`config.mk`:
```
export PLATFORM = sky130hd
export DESIGN_NAME = btn_tx_scheduler
export DESIGN_NICKNAME = d
export VERILOG_FILES = /design/src/rtl/btn_tx_scheduler.sv
export SDC_FILE = /design/constraint.sdc
export NUM_CORES = 1
export LEC_CHECK = 0
export ABC_AREA = 1
export BUFFER_PORTS_ARGS = -buffer_cell sky130_fd_sc_hd__buf_2
export CAP_MARGIN = 20
export CORE_ASPECT_RATIO = 0.6
export CORE_MARGIN = 4
export CORE_UTILIZATION = 31
export DETAILED_ROUTE_END_ITERATION = 10
export GPL_ROUTABILITY_DRIVEN = 0
export PLACE_DENSITY = 0.54
export REMOVE_ABC_BUFFERS = 1
export SLEW_MARGIN = 20
export SYNTH_ARGS = -nofsm -noshare
export SYNTH_HDL_FRONTEND = slang
export SYNTH_SLANG_ARGS = --single-unit
```
`constraint.sdc`:
```
create_clock -name clk_100MHz -period 2.2 [get_ports clk_100MHz]
set_clock_uncertainty 0.05 [all_clocks]
set_input_delay 0.22 -clock clk_100MHz [delete_from_list [all_inputs] [get_ports clk_100MHz]]
set_output_delay 0.22 -clock clk_100MHz [all_outputs]
set_load 0.1 [all_outputs]
```
`src/rtl/btn_tx_scheduler.sv`:
```
// Round-robin scheduler that shares one UART transmitter among NBTN button channels.
// Each latched press is sent as one ASCII byte (BASE_CHAR + channel index).
module btn_tx_scheduler #(
    parameter int unsigned NBTN      = 4,
    parameter logic [7:0]  BASE_CHAR = 8'h41,
    parameter int unsigned TO_CYC    = 2000000
) (
    input  logic            clk_100MHz,
    input  logic            reset_n,
    input  logic [NBTN-1:0] btn_tick,
    input  logic            clr_err,
    input  logic            tx_done_tick,
    output logic            tx_start,
    output logic [7:0]      tx_data,
    output logic            busy,
    output logic [NBTN-1:0] pending,
    output logic [NBTN-1:0] overrun,
    output logic            tx_timeout
);

    localparam int unsigned PW = $clog2(NBTN);
    localparam int unsigned CW = $clog2(TO_CYC);

    typedef enum logic [1:0] {
        IDLE = 2'd0,
        SEND = 2'd1,
        WAIT = 2'd2
    } state_t;

    state_t          state_q, state_d;
    logic [NBTN-1:0] pend_q, pend_d;
    logic [NBTN-1:0] ovr_q, ovr_d;
    logic            to_q, to_d;
    logic [PW-1:0]   rr_q, rr_d;
    logic [CW-1:0]   cnt_q, cnt_d;
    logic [7:0]      data_q, data_d;
    logic            start_q, busy_q;

    logic            any_c;
    logic            found_c;
    logic [PW-1:0]   idx_c;
    logic [NBTN-1:0] gnt_c;
    logic            to_set_c;

    // Round-robin search: first pending channel at or above rr_q, with wraparound.
    always_comb begin
        found_c = 1'b0;
        idx_c   = '0;
        for (int unsigned k = 0; k < NBTN; k++) begin
            if (!found_c && pend_q[PW'((32'(rr_q) + k) % NBTN)]) begin
                found_c = 1'b1;
                idx_c   = PW'((32'(rr_q) + k) % NBTN);
            end
        end
    end

    assign any_c = |pend_q;
    assign gnt_c = (state_q == IDLE && any_c) ? (NBTN'(1) << idx_c) : '0;

    always_comb begin
        state_d  = state_q;
        rr_d     = rr_q;
        cnt_d    = cnt_q;
        data_d   = data_q;
        to_set_c = 1'b0;
        case (state_q)
            IDLE: begin
                if (any_c) begin
                    state_d = SEND;
                    data_d  = BASE_CHAR + 8'(idx_c);
                    rr_d    = (idx_c == PW'(NBTN - 1)) ? '0 : idx_c + PW'(1);
                end
            end
            SEND: begin
                state_d = WAIT;
                cnt_d   = '0;
            end
            WAIT: begin
                if (tx_done_tick) begin
                    state_d = IDLE;
                end else if (cnt_q == CW'(TO_CYC - 1)) begin
                    to_set_c = 1'b1;
                    state_d  = IDLE;
                end else begin
                    cnt_d = cnt_q + CW'(1);
                end
            end
            default: state_d = IDLE;
        endcase
    end

    // A new tick always wins over a grant-clear or an error-clear on the same edge.
    always_comb begin
        pend_d = btn_tick | (pend_q & ~gnt_c);
        ovr_d  = (btn_tick & pend_q & ~gnt_c) | (ovr_q & {NBTN{~clr_err}});
        to_d   = to_set_c | (to_q & ~clr_err);
    end

    always_ff @(posedge clk_100MHz or negedge reset_n) begin
        if (!reset_n) begin
            state_q <= IDLE;
            pend_q  <= '0;
            ovr_q   <= '0;
            to_q    <= 1'b0;
            rr_q    <= '0;
            cnt_q   <= '0;
            data_q  <= BASE_CHAR;
            start_q <= 1'b0;
            busy_q  <= 1'b0;
        end else begin
            state_q <= state_d;
            pend_q  <= pend_d;
            ovr_q   <= ovr_d;
            to_q    <= to_d;
            rr_q    <= rr_d;
            cnt_q   <= cnt_d;
            data_q  <= data_d;
            start_q <= (state_d == SEND);
            busy_q  <= (state_d != IDLE);
        end
    end

    assign tx_start   = start_q;
    assign tx_data    = data_q;
    assign busy       = busy_q;
    assign pending    = pend_q;
    assign overrun    = ovr_q;
    assign tx_timeout = to_q;

endmodule

```
# --- Word-level counts from Yosys, hierarchy flattened ---
# Cells that the tools add are included.
word_totals:
  regBits: 44
  inputBits: 8
  wordCells: 77
  out_inout_bits: 19
op_classes:
  n_mux: 27
  n_addsub: 6
  magnitude_cmp: 4
  shift: 1
  bitwise_logic: 10
  eq_ne: 7
  reduce_logical: 13
op_table:
  columns: ["cell", "n"]
  rows:
  - ["$mux 21", 2]
  - ["$pmux 21 s2", 1]
  - ["$add 21x1->21 const B", 1]
  - ["$eq 21x21->1 const B", 1]
  - ["$and 4x4->4", 4]
  - ["$mux 2", 8]
  - ["$lt 2x3->1 const B", 4]
  - ["$mux 1", 10]
  - ["$add 7x2->8 const A", 1]
  - ["$bmux 1 s2", 4]
  - ["$or 4x4->4", 2]
  - ["$pmux 2 s3", 1]
  - ["$add 2x1->2 const B", 2]
  - ["$add 2x2->2 const B", 2]
  - ["$eq 2x1->1 const B", 2]
  - ["$eq 2x2->1 const B", 2]
  - ["$logic_and 1x1->1", 4]
  - ["$mux 4", 1]
  - ["$ne 2x2->1 const B", 2]
  - ["$not 4->4", 1]
  - ["$reduce_bool 2->1", 2]
  - ["$reduce_or 4->1", 1]
  - ["$shl 1x2->4 const A", 1]
  - ["$logic_not 1->1", 3]
  - ["other kinds (6)", 6]

# --- Logic depth before layout (Yosys ltp) ---
# Gate-level depths: netlist of the first run.
logic_depth:
  ltp_word: 17
  mapped_depth: 15
  ltp_nobuf: 14

# --- Worst setup path before layout of the first run ---
# OpenSTA, ideal clock, no wires.
synth_timing:
  kind: "flip-flop to flip-flop"
  start: "reg pend_q[3] (netlist: pending[3])"
  end: "reg ovr_q[3] (netlist: overrun[3])"
  t_arrival_ps: 2245
  synth_period_minus_slack_ps: 2396
  t_required_ps: 2049
  path_slack_ps: -196
  setup_time_ps: 101
  path_stages_with_launch: 14
  path_buffers: 0
  path_cell_list: "dfrtp_1 -> inv_1 -> nand2_1 -> nand3_1 -> nand2_1 -> o21ai_0 -> nand2_1 -> o21ai_0 -> nor2_1 -> inv_1 -> ha_1 -> inv_1 -> nor2_1 -> o32ai_1"
synth_via:
  elab_chain_cells: 17
  elab_cells_between_ends: 29
  classes_between: "shift: 1; mux: 16; bitwise: 4; reduce/logical: 8"
synth_rtl:
  columns: ["element", "line", "source"]
  rows:
  - ["start, declared", "31", "logic [NBTN-1:0] pend_q, pend_d;"]
  - ["start signal, assigned", "112", "pend_q <= pend_d;"]
  - ["$bmux 1 s2", "50", "if (!found_c && pend_q[PW'((32'(rr_q) + k) % NBTN)]) begin"]
  - ["$mux 1 (not written as such)", "50", null]
  - ["$mux 1", "50", null]
  - ["$logic_not 1->1", "50", null]
  - ["$logic_and 1x1->1", "50", null]
  - ["$mux 1", "50", null]
  - ["$logic_not 1->1", "50", null]
  - ["$logic_and 1x1->1", "50", null]
  - ["[... 2 more ...]", null, null]
  - ["$logic_and 1x1->1", "50", null]
  - ["$mux 2", "50", null]
  - ["$shl 1x2->4", "58", "assign gnt_c = (state_q == IDLE && any_c) ? (NBTN'(1) << idx_c) : '0;"]
  - ["$mux 4", "58", null]
  - ["$not 4->4", "95", "ovr_d = (btn_tick & pend_q & ~gnt_c) | (ovr_q & {NBTN{~clr_err}});"]
  - ["$and 4x4->4 (*)", "95", null]
  - ["$or 4x4->4 (*)", "95", null]
  - ["named net ovr_d[3]", "32", "logic [NBTN-1:0] ovr_q, ovr_d;"]
  - ["end signal, assigned", "113", "ovr_q <= ovr_d;"]
  - ["end, declared", "32", null]
# The timed path passes the listed nets; every way through them passes the cells marked *. The select of a mux whose other input is x is not followed.
# A chain may end at the register's enable or synchronous reset.

# --- Worst setup path in the final report of the first run ---
layout_timing:
  start: "reg rr_q[0]"
  end: "reg ovr_q[3] (netlist: overrun[3])"
layout_via:
  elab_chain_cells: 17
  elab_cells_between_ends: 29
  classes_between: "add/sub: 3; shift: 1; mux: 16; bitwise: 3; reduce/logical: 6"
layout_rtl:
  columns: ["element", "line", "source"]
  rows:
  - ["start, declared", "34", "logic [PW-1:0] rr_q, rr_d;"]
  - ["start signal, assigned", "115", "rr_q <= rr_d;"]
  - ["branches (longest 11 deep; another with $add 2x1->2)", null, null]
  - ["$mux 2 (*)", "50", null]
  - ["$shl 1x2->4 (*)", "58", null]
  - ["$mux 4 (*)", "58", null]
  - ["$not 4->4 (*)", "95", null]
  - ["$and 4x4->4 (*)", "95", null]
  - ["$or 4x4->4 (*)", "95", null]
  - ["named net ovr_d[3]", "32", null]
# Mark *: on every way through the listed nets, which the timed path passes. The select of a mux whose other input is x is not followed.

==> metrics.csv, run 1 <==
metric,value,unit
status,"complete, but fails checks",
failing checks,hold timing,
dpl cells,455,
# hold bufs at CTS,0,
Initial DRC Count,134,
layout cells sized above 1,0.148,
Crit path top cell by count,nand2_1,
DRT Pass-1 Iters,5,
Max VDD drop,0.000669,V
Design Power,3980,uW
Overflow after GRT,0,
largest net degree at the start of global routing,39,
Rel. slew slack,0.427,
"Slew Viols, Final",0,
WL met1,3.41,mm
clock slew seen by the registers of the worst setup and hold paths,0.06,ns
Non-Filler Instances,468,
core area,7330,um^2
Post-Syn Area,2360,um^2
max layer used,met4,
element type at the critical path start,flip-flop,
final instance area,2740,um^2
CTS max path bufs,2,
number of global-route vias before repair,1844,
"commonest non-fill, non-tap cell in the layout",nand2_1,
endpoint class of the critical path,flip-flop,
Setup WS pre-CTS,0.0687,ns
post-DP HPWL,4.45,mm
H-tree levels,2,
Worst Tran Pin Value,0.859,ns
Yosys top cell by area,dfrtp_1,
Fmax,0.489,GHz
DR vias/cell,4.58,
die width,121,um
clk_lat worst skew,0.28,ns
static leakage,0.00124,uW
Critical Path Slowest Stage Cell,dfrtp_2,
met2 wire len,2.11,mm
CP max stage delay,0.44,ns
Netlist cell types,30,
RSZ-0062 raised after global routing,false,
placed cell areas,2540,um^2
"Seq/Total Area, Yosys",0.403,
final period utilization,0.929,
synthesized instance count,336,
crit-path max FO,4,
total clock sinks,38,
CP required,2.33,ns
critical path class,flip-flop to flip-flop,
worst hold path type,input port to async pin,
min cycle time layout,2.04,ns
remaining antenna violation count after routing,0,
Crit path arrival time,2.18,ns
Synth area leaders,"dfrtp_1 (39%), nand2_1 (17%), inv_1 (7.0%)",
final hold violation count,6,
TritonCTS Buffers,5,
Mean Syn Cell Area,7.04,um^2
CP Cell Sequence,buf_2 -> nand2_1 -> nand3_1 -> nand2_1 -> o21ai_0 -> nand2_1 -> o21ai_0 -> nor2_1 -> inv_1 -> ha_1 -> inv_2 -> nor2_1 -> o32ai_1,
via count,2144,
GRT Resource Usage Total,0.131,
initial antenna violation count,0,
Chip Height,75.7,um
antenna fix cells,0,
power per cell area,1450,nW/um^2
Yosys top cell area share,0.392,
DRC violations left,0,
"Warnings, synthesis",0,
Crit path max-delay family,simple AND/OR/NAND/NOR gates,
setup violators final,0,
CTS Root Cell,clkbuf_16,
maxcap violations,0,
Yosys reg bits,38,
CTS tree,done,
Worst Path Buf+Inv,3,
Syn-to-layout area delta,15.9,%
final hold slack,-0.00477,ns
initial core utilization,0.323,
# IOs,27,
total routed wirelength,5.94,mm
Routed WL per cell,12.7,um
fin nets,376,
DR WL met3,327,um
"commonest non-fill, non-tap cells in the layout","nand2_1 (106), inv_1 (42), dfrtp_1 (36), nor2_1 (33), nand3_1 (23)",
die area,9140,um^2
port bufs,21,
# rows,24,
first-pass GRT wire length,9.34,mm
Setup WS post-layout,0.156,ns
-- logic make-up (layout without fill, tap and decap cells) --
| family | count (synthesis) | after routing | synth area share |
|---|---|---|---|
| and+or+nand+nor | 194 | 194 | 0.357 |
| buffers and inverters | 57 | 82 | 0.110 |
| DFF | 38 | 38 | 0.403 |
| AOI/OAI and AO/OA | 33 | 33 | 0.0746 |
| xor gates and xnor gates | 7 | 7 | 0.0259 |
| adders and majority gates | 5 | 5 | 0.0265 |
| other | 2 | 5 | 0.00318 |
-- final timing paths --
check | slack [ns] | endpoint | from | cells past startpoint
min in group clk_100MHz | 0.09 | pending[2] | btn_tick[2] | 3
worst max-delay path | 0.16 | overrun[3] | rr_q[0] | 13
worst min register to register | 0.43 | tx_data[0] | tx_data[0] | 2
worst max register to register | 0.16 | overrun[3] | rr_q[0] | 13
worst min-delay path | -0.005 | cnt_q[17] | reset_n | 1
max in group asynchronous | 1.50 | rr_q[0] | reset_n | 1
-- worst register-to-register path, cell delays in order, from the launching register on --
cell     delay (ns)
dfrtp_2        0.44
buf_2          0.16
nand2_1        0.08
nand3_1        0.07
nand2_1        0.11
o21ai_0        0.10
nand2_1        0.06
o21ai_0        0.07
nor2_1         0.15
inv_1          0.08
ha_1           0.19
inv_2          0.07
nor2_1         0.05
o32ai_1        0.26
-- power by group --
group | internal (uW) | leakage (uW) | total, uW | switching [uW]
Combinational | 473 | 0.000683 | 2260 | 1790
Clock | 449 | 0.0000729 | 741 | 292
Sequential | 864 | 0.000484 | 983 | 119
-- per-stage QoR --
stage,TNS [ns],util
global route,0,0.374
detailed placement,0,0.347
floorplan,-1.69,-
global placement,0,0.347
CTS,0,0.368
finish,0,0.374
-- Yosys cell counts --
cell type	instances
a21o_1	1
a21oi_1	1
and2_1	2
buf_2	3
buf_4	6
buf_6	2
clkinv_4	1
conb_1	2
dfrtp_1	37
dfstp_2	1
ha_1	5
inv_1	44
inv_2	1
nand2_1	108
nand2_2	2
nand2_4	1
nand3_1	23
nand3_2	2
nand3b_1	1
nand4_1	10
nor2_1	34
nor2_2	1
nor2_4	2
nor3_1	7
o21ai_0	13
o21ai_1	13
o22ai_1	4
o32ai_1	1
or2_2	1
xor2_1	7
-- routing by layer --
metal	vias to the layer above	GRT usage
met1	964	0.210
li1	1103	-
met5	-	0
met4	0	0.0528
met2	70	0.169
met3	7	0.0237
-- registers in the layout (all words and copies together) (netlist names) --
| signal | count |
|---|---|
| busy | 1 |
| cnt_q | 21 |
| overrun | 4 |
| pending | 4 |
| rr_q | 1 |
| state_q | 2 |
| tx_data | 3 |
| tx_start | 1 |
| tx_timeout | 1 |
-- cell type report --
| cell class | instances | area [um^2] |
|---|---|---|
| fill | 777 | 4590 |
| clock buffer | 6 | 139 |
| multi-input combinational | 244 | 1170 |
| sequential | 38 | 953 |
| clock inverter | 2 | 12.5 |
| inverter | 46 | 180 |
| timing repair buffer | 28 | 155 |
| tap | 104 | 130 |
-- what timing repair did --
action	4_1_cts	5_1_grt
setup endpoints to repair	0	11
gates resized for setup	0	8
buffers inserted	0	5
Power figures use the tool's default switching activity.
==> run 2: changes to the inputs <==
Settings changed: BUFFER_PORTS_ARGS -buffer_cell sky130_fd_sc_hd__buf_2 to -buffer_cell sky130_fd_sc_hd__clkbuf_2.
==> run 2 against run 1 <==
Non-clock buffer count grew 3. Highest routed layer unchanged. Cell count rose by 0.64%. First-iteration DRC count increased by 9.7%. Routed wire length is 1.9% higher. Global-route usage increased by 0.68 points. Register-to-register slack worse by 0.07 ns. Largest cell class unchanged. Hold slack improved by 0.090 ns. Worst setup slack worse by 0.072 ns. Via count increased by 0.93%. The run now ends clean.
==> metrics.csv, run 2 (synthesis results as in run 1) <==
metric,value,unit,change
initial core utilization,0.323,,unchanged
CTS Root Cell,clkbuf_16,,
CTS max path bufs,2,,unchanged
CP max stage delay,0.42,ns,-0.02 ns
post-DP HPWL,4.46,mm,+0.24%
Chip Height,75.7,um,unchanged
Setup WS post-layout,0.0841,ns,-0.0718 ns
remaining antenna violation count after routing,0,,unchanged
Non-Filler Instances,471,,+0.64%
Initial DRC Count,147,,+9.7%
core area,7330,um^2,unchanged
fill count,786,,+1.2%
Worst Tran Pin Value,0.553,ns,-0.306 ns
min cycle time layout,2.12,ns,+0.0718 ns
final period utilization,0.962,,+0.0326
Routed WL per cell,12.8,um,+1.2%
clock slew seen by the registers of the worst setup and hold paths,0.06,ns,about the same
clk_lat worst skew,0.28,ns,about the same
DRT Pass-1 Iters,5,,unchanged
Critical Path Slowest Stage Cell,dfrtp_2,,
maxcap violations,0,,unchanged
setup violators final,0,,unchanged
CP Cell Sequence,buf_4 -> nand2_1 -> nand2_1 -> nand2_1 -> nand2_2 -> o21ai_0 -> nand2_1 -> o21ai_0 -> nor2_1 -> inv_1 -> ha_1 -> inv_2 -> nor2_1 -> o32ai_1,,
TritonCTS Buffers,5,,unchanged
first-pass GRT wire length,9.94,mm,+6.4%
Crit path arrival time,2.25,ns,+0.07 ns
flip-flop count of the largest register after layout,21,,unchanged
die width,121,um,unchanged
Design Power,4220,uW,+6.0%
number of global-route vias before repair,1914,,+3.8%
layout cells sized above 1,0.153,,+0.00424
Max VDD drop,0.000740,V,+11%
initial antenna violation count,0,,unchanged
status,completed,,
Crit path top cell by count,nand2_1,,
total routed wirelength,6.05,mm,+1.9%
endpoint class of the critical path,flip-flop,,
CTS tree,done,,
die area,9140,um^2,unchanged
crit-path max FO,5,,+1
H-tree levels,2,,unchanged
# IOs,27,,unchanged
worst hold path type,input port to flip-flop,,
"commonest non-fill, non-tap cells in the layout","nand2_1 (106), inv_1 (42), dfrtp_1 (36), nor2_1 (33), nand3_1 (23)",,
Rel. slew slack,0.633,,+0.205
# rows,24,,unchanged
Overflow after GRT,0,,unchanged
"Most flops, register",cnt_q,,
static leakage,0.00129,uW,+3.7%
fin nets,379,,+0.80%
CP required,2.33,ns,about the same
"Slew Viols, Final",0,,unchanged
DR vias/cell,4.59,,+0.29%
Setup WS pre-CTS,0.0716,ns,+0.00290 ns
total clock sinks,38,,unchanged
GRT Resource Usage Total,0.138,,+0.00684
element type at the critical path start,flip-flop,,
antenna fix cells,0,,unchanged
port bufs,21,,unchanged
Worst Path Buf+Inv,3,,unchanged
Crit path max-delay family,simple AND/OR/NAND/NOR gates,,
Syn-to-layout area delta,19.1,%,
dpl cells,457,,+0.44%
"commonest non-fill, non-tap cell in the layout",nand2_1,,
largest net degree at the start of global routing,26,,-33%
final hold slack,0.0848,ns,+0.0895 ns
Fmax,0.473,GHz,-3.4%
DRC violations left,0,,unchanged
power per cell area,1500,nW/um^2,+3.1%
final hold violation count,0,,-6
critical path class,flip-flop to flip-flop,,
via count,2164,,+0.93%
final setup TNS,0,ns,unchanged
## run 2: cell count changes in the layout (fill, tap and decap cells not counted)
| cell | delta |
|---|---|
| clkbuf_2 | +21 |
| buf_4 | +3 |
| clkinvlp_4 | -1 |
| buf_2 | -22 |
| clkinv_2 | -1 |
| bufinv_16 | +2 |
| dlygate4sd3_1 | +1 |
## run 2: worst register-to-register path, cell delays in order (launching register included)
cell and delay, ns:
dfrtp_2 0.42, buf_4 0.14, nand2_1 0.05, nand2_1 0.09, nand2_1 0.08, nand2_2 0.10
o21ai_0 0.08, nand2_1 0.06, o21ai_0 0.08, nor2_1 0.20, inv_1 0.09, ha_1 0.19
inv_2 0.06, nor2_1 0.05, o32ai_1 0.27
## run 2: report_power, final
part | internal [uW] | leakage (uW) | switching [uW]
Combinational | 474 | 0.000705 | 1780
Clock | 681 | 0.0000971 | 291
Sequential | 864 | 0.000484 | 133
## run 2: timing repair
item,in CTS,in global routing
setup buffers,0,5
hold endpoints to repair,18,0
hold buffers,1,0
setup endpoints to repair,0,8
resized for setup,0,9
## run 2: cell type report
cell class                 instances  area (um^2)  area share
clock buffer                       6          139      0.0493
clock inverter                     2         60.1      0.0213
inverter                          46          180      0.0640
multi-input combinational        244         1170       0.416
sequential                        38          953       0.339
tap                              104          130      0.0462
timing repair buffer              31          183      0.0649
## run 2: path summary, 6_finish.rpt
check                             from         end  slack, ns  cells past startpoint
max in group asynchronous      reset_n  overrun[3]       1.06                      3
max reg2reg                    rr_q[0]  overrun[3]       0.08                     14
min                        btn_tick[0]  pending[0]       0.08                      3
min in group asynchronous      reset_n   cnt_q[17]       0.40                      2
max                            rr_q[0]  overrun[3]       0.08                     14
min reg2reg                 tx_data[0]  tx_data[0]       0.43                      2
## run 2: routing by layer
metal / GRT usage / up-vias / wire length, um
met1: 0.226 / 980 / 3420
met3: 0.0215 / 5 / 324
li1: - / 1111 / -
met2: 0.182 / 68 / 2240
met5: 0 / - / 0
met4: 0.0377 / 0 / 63
## run 2: metrics by stage
step | cell area (um^2) | util
after floorplan | 2290 | -
after global placement | 2560 | 0.349
after detailed placement | 2560 | 0.349
after CTS | 2770 | 0.378
after global routing | 2820 | 0.384
final | 2820 | 0.384
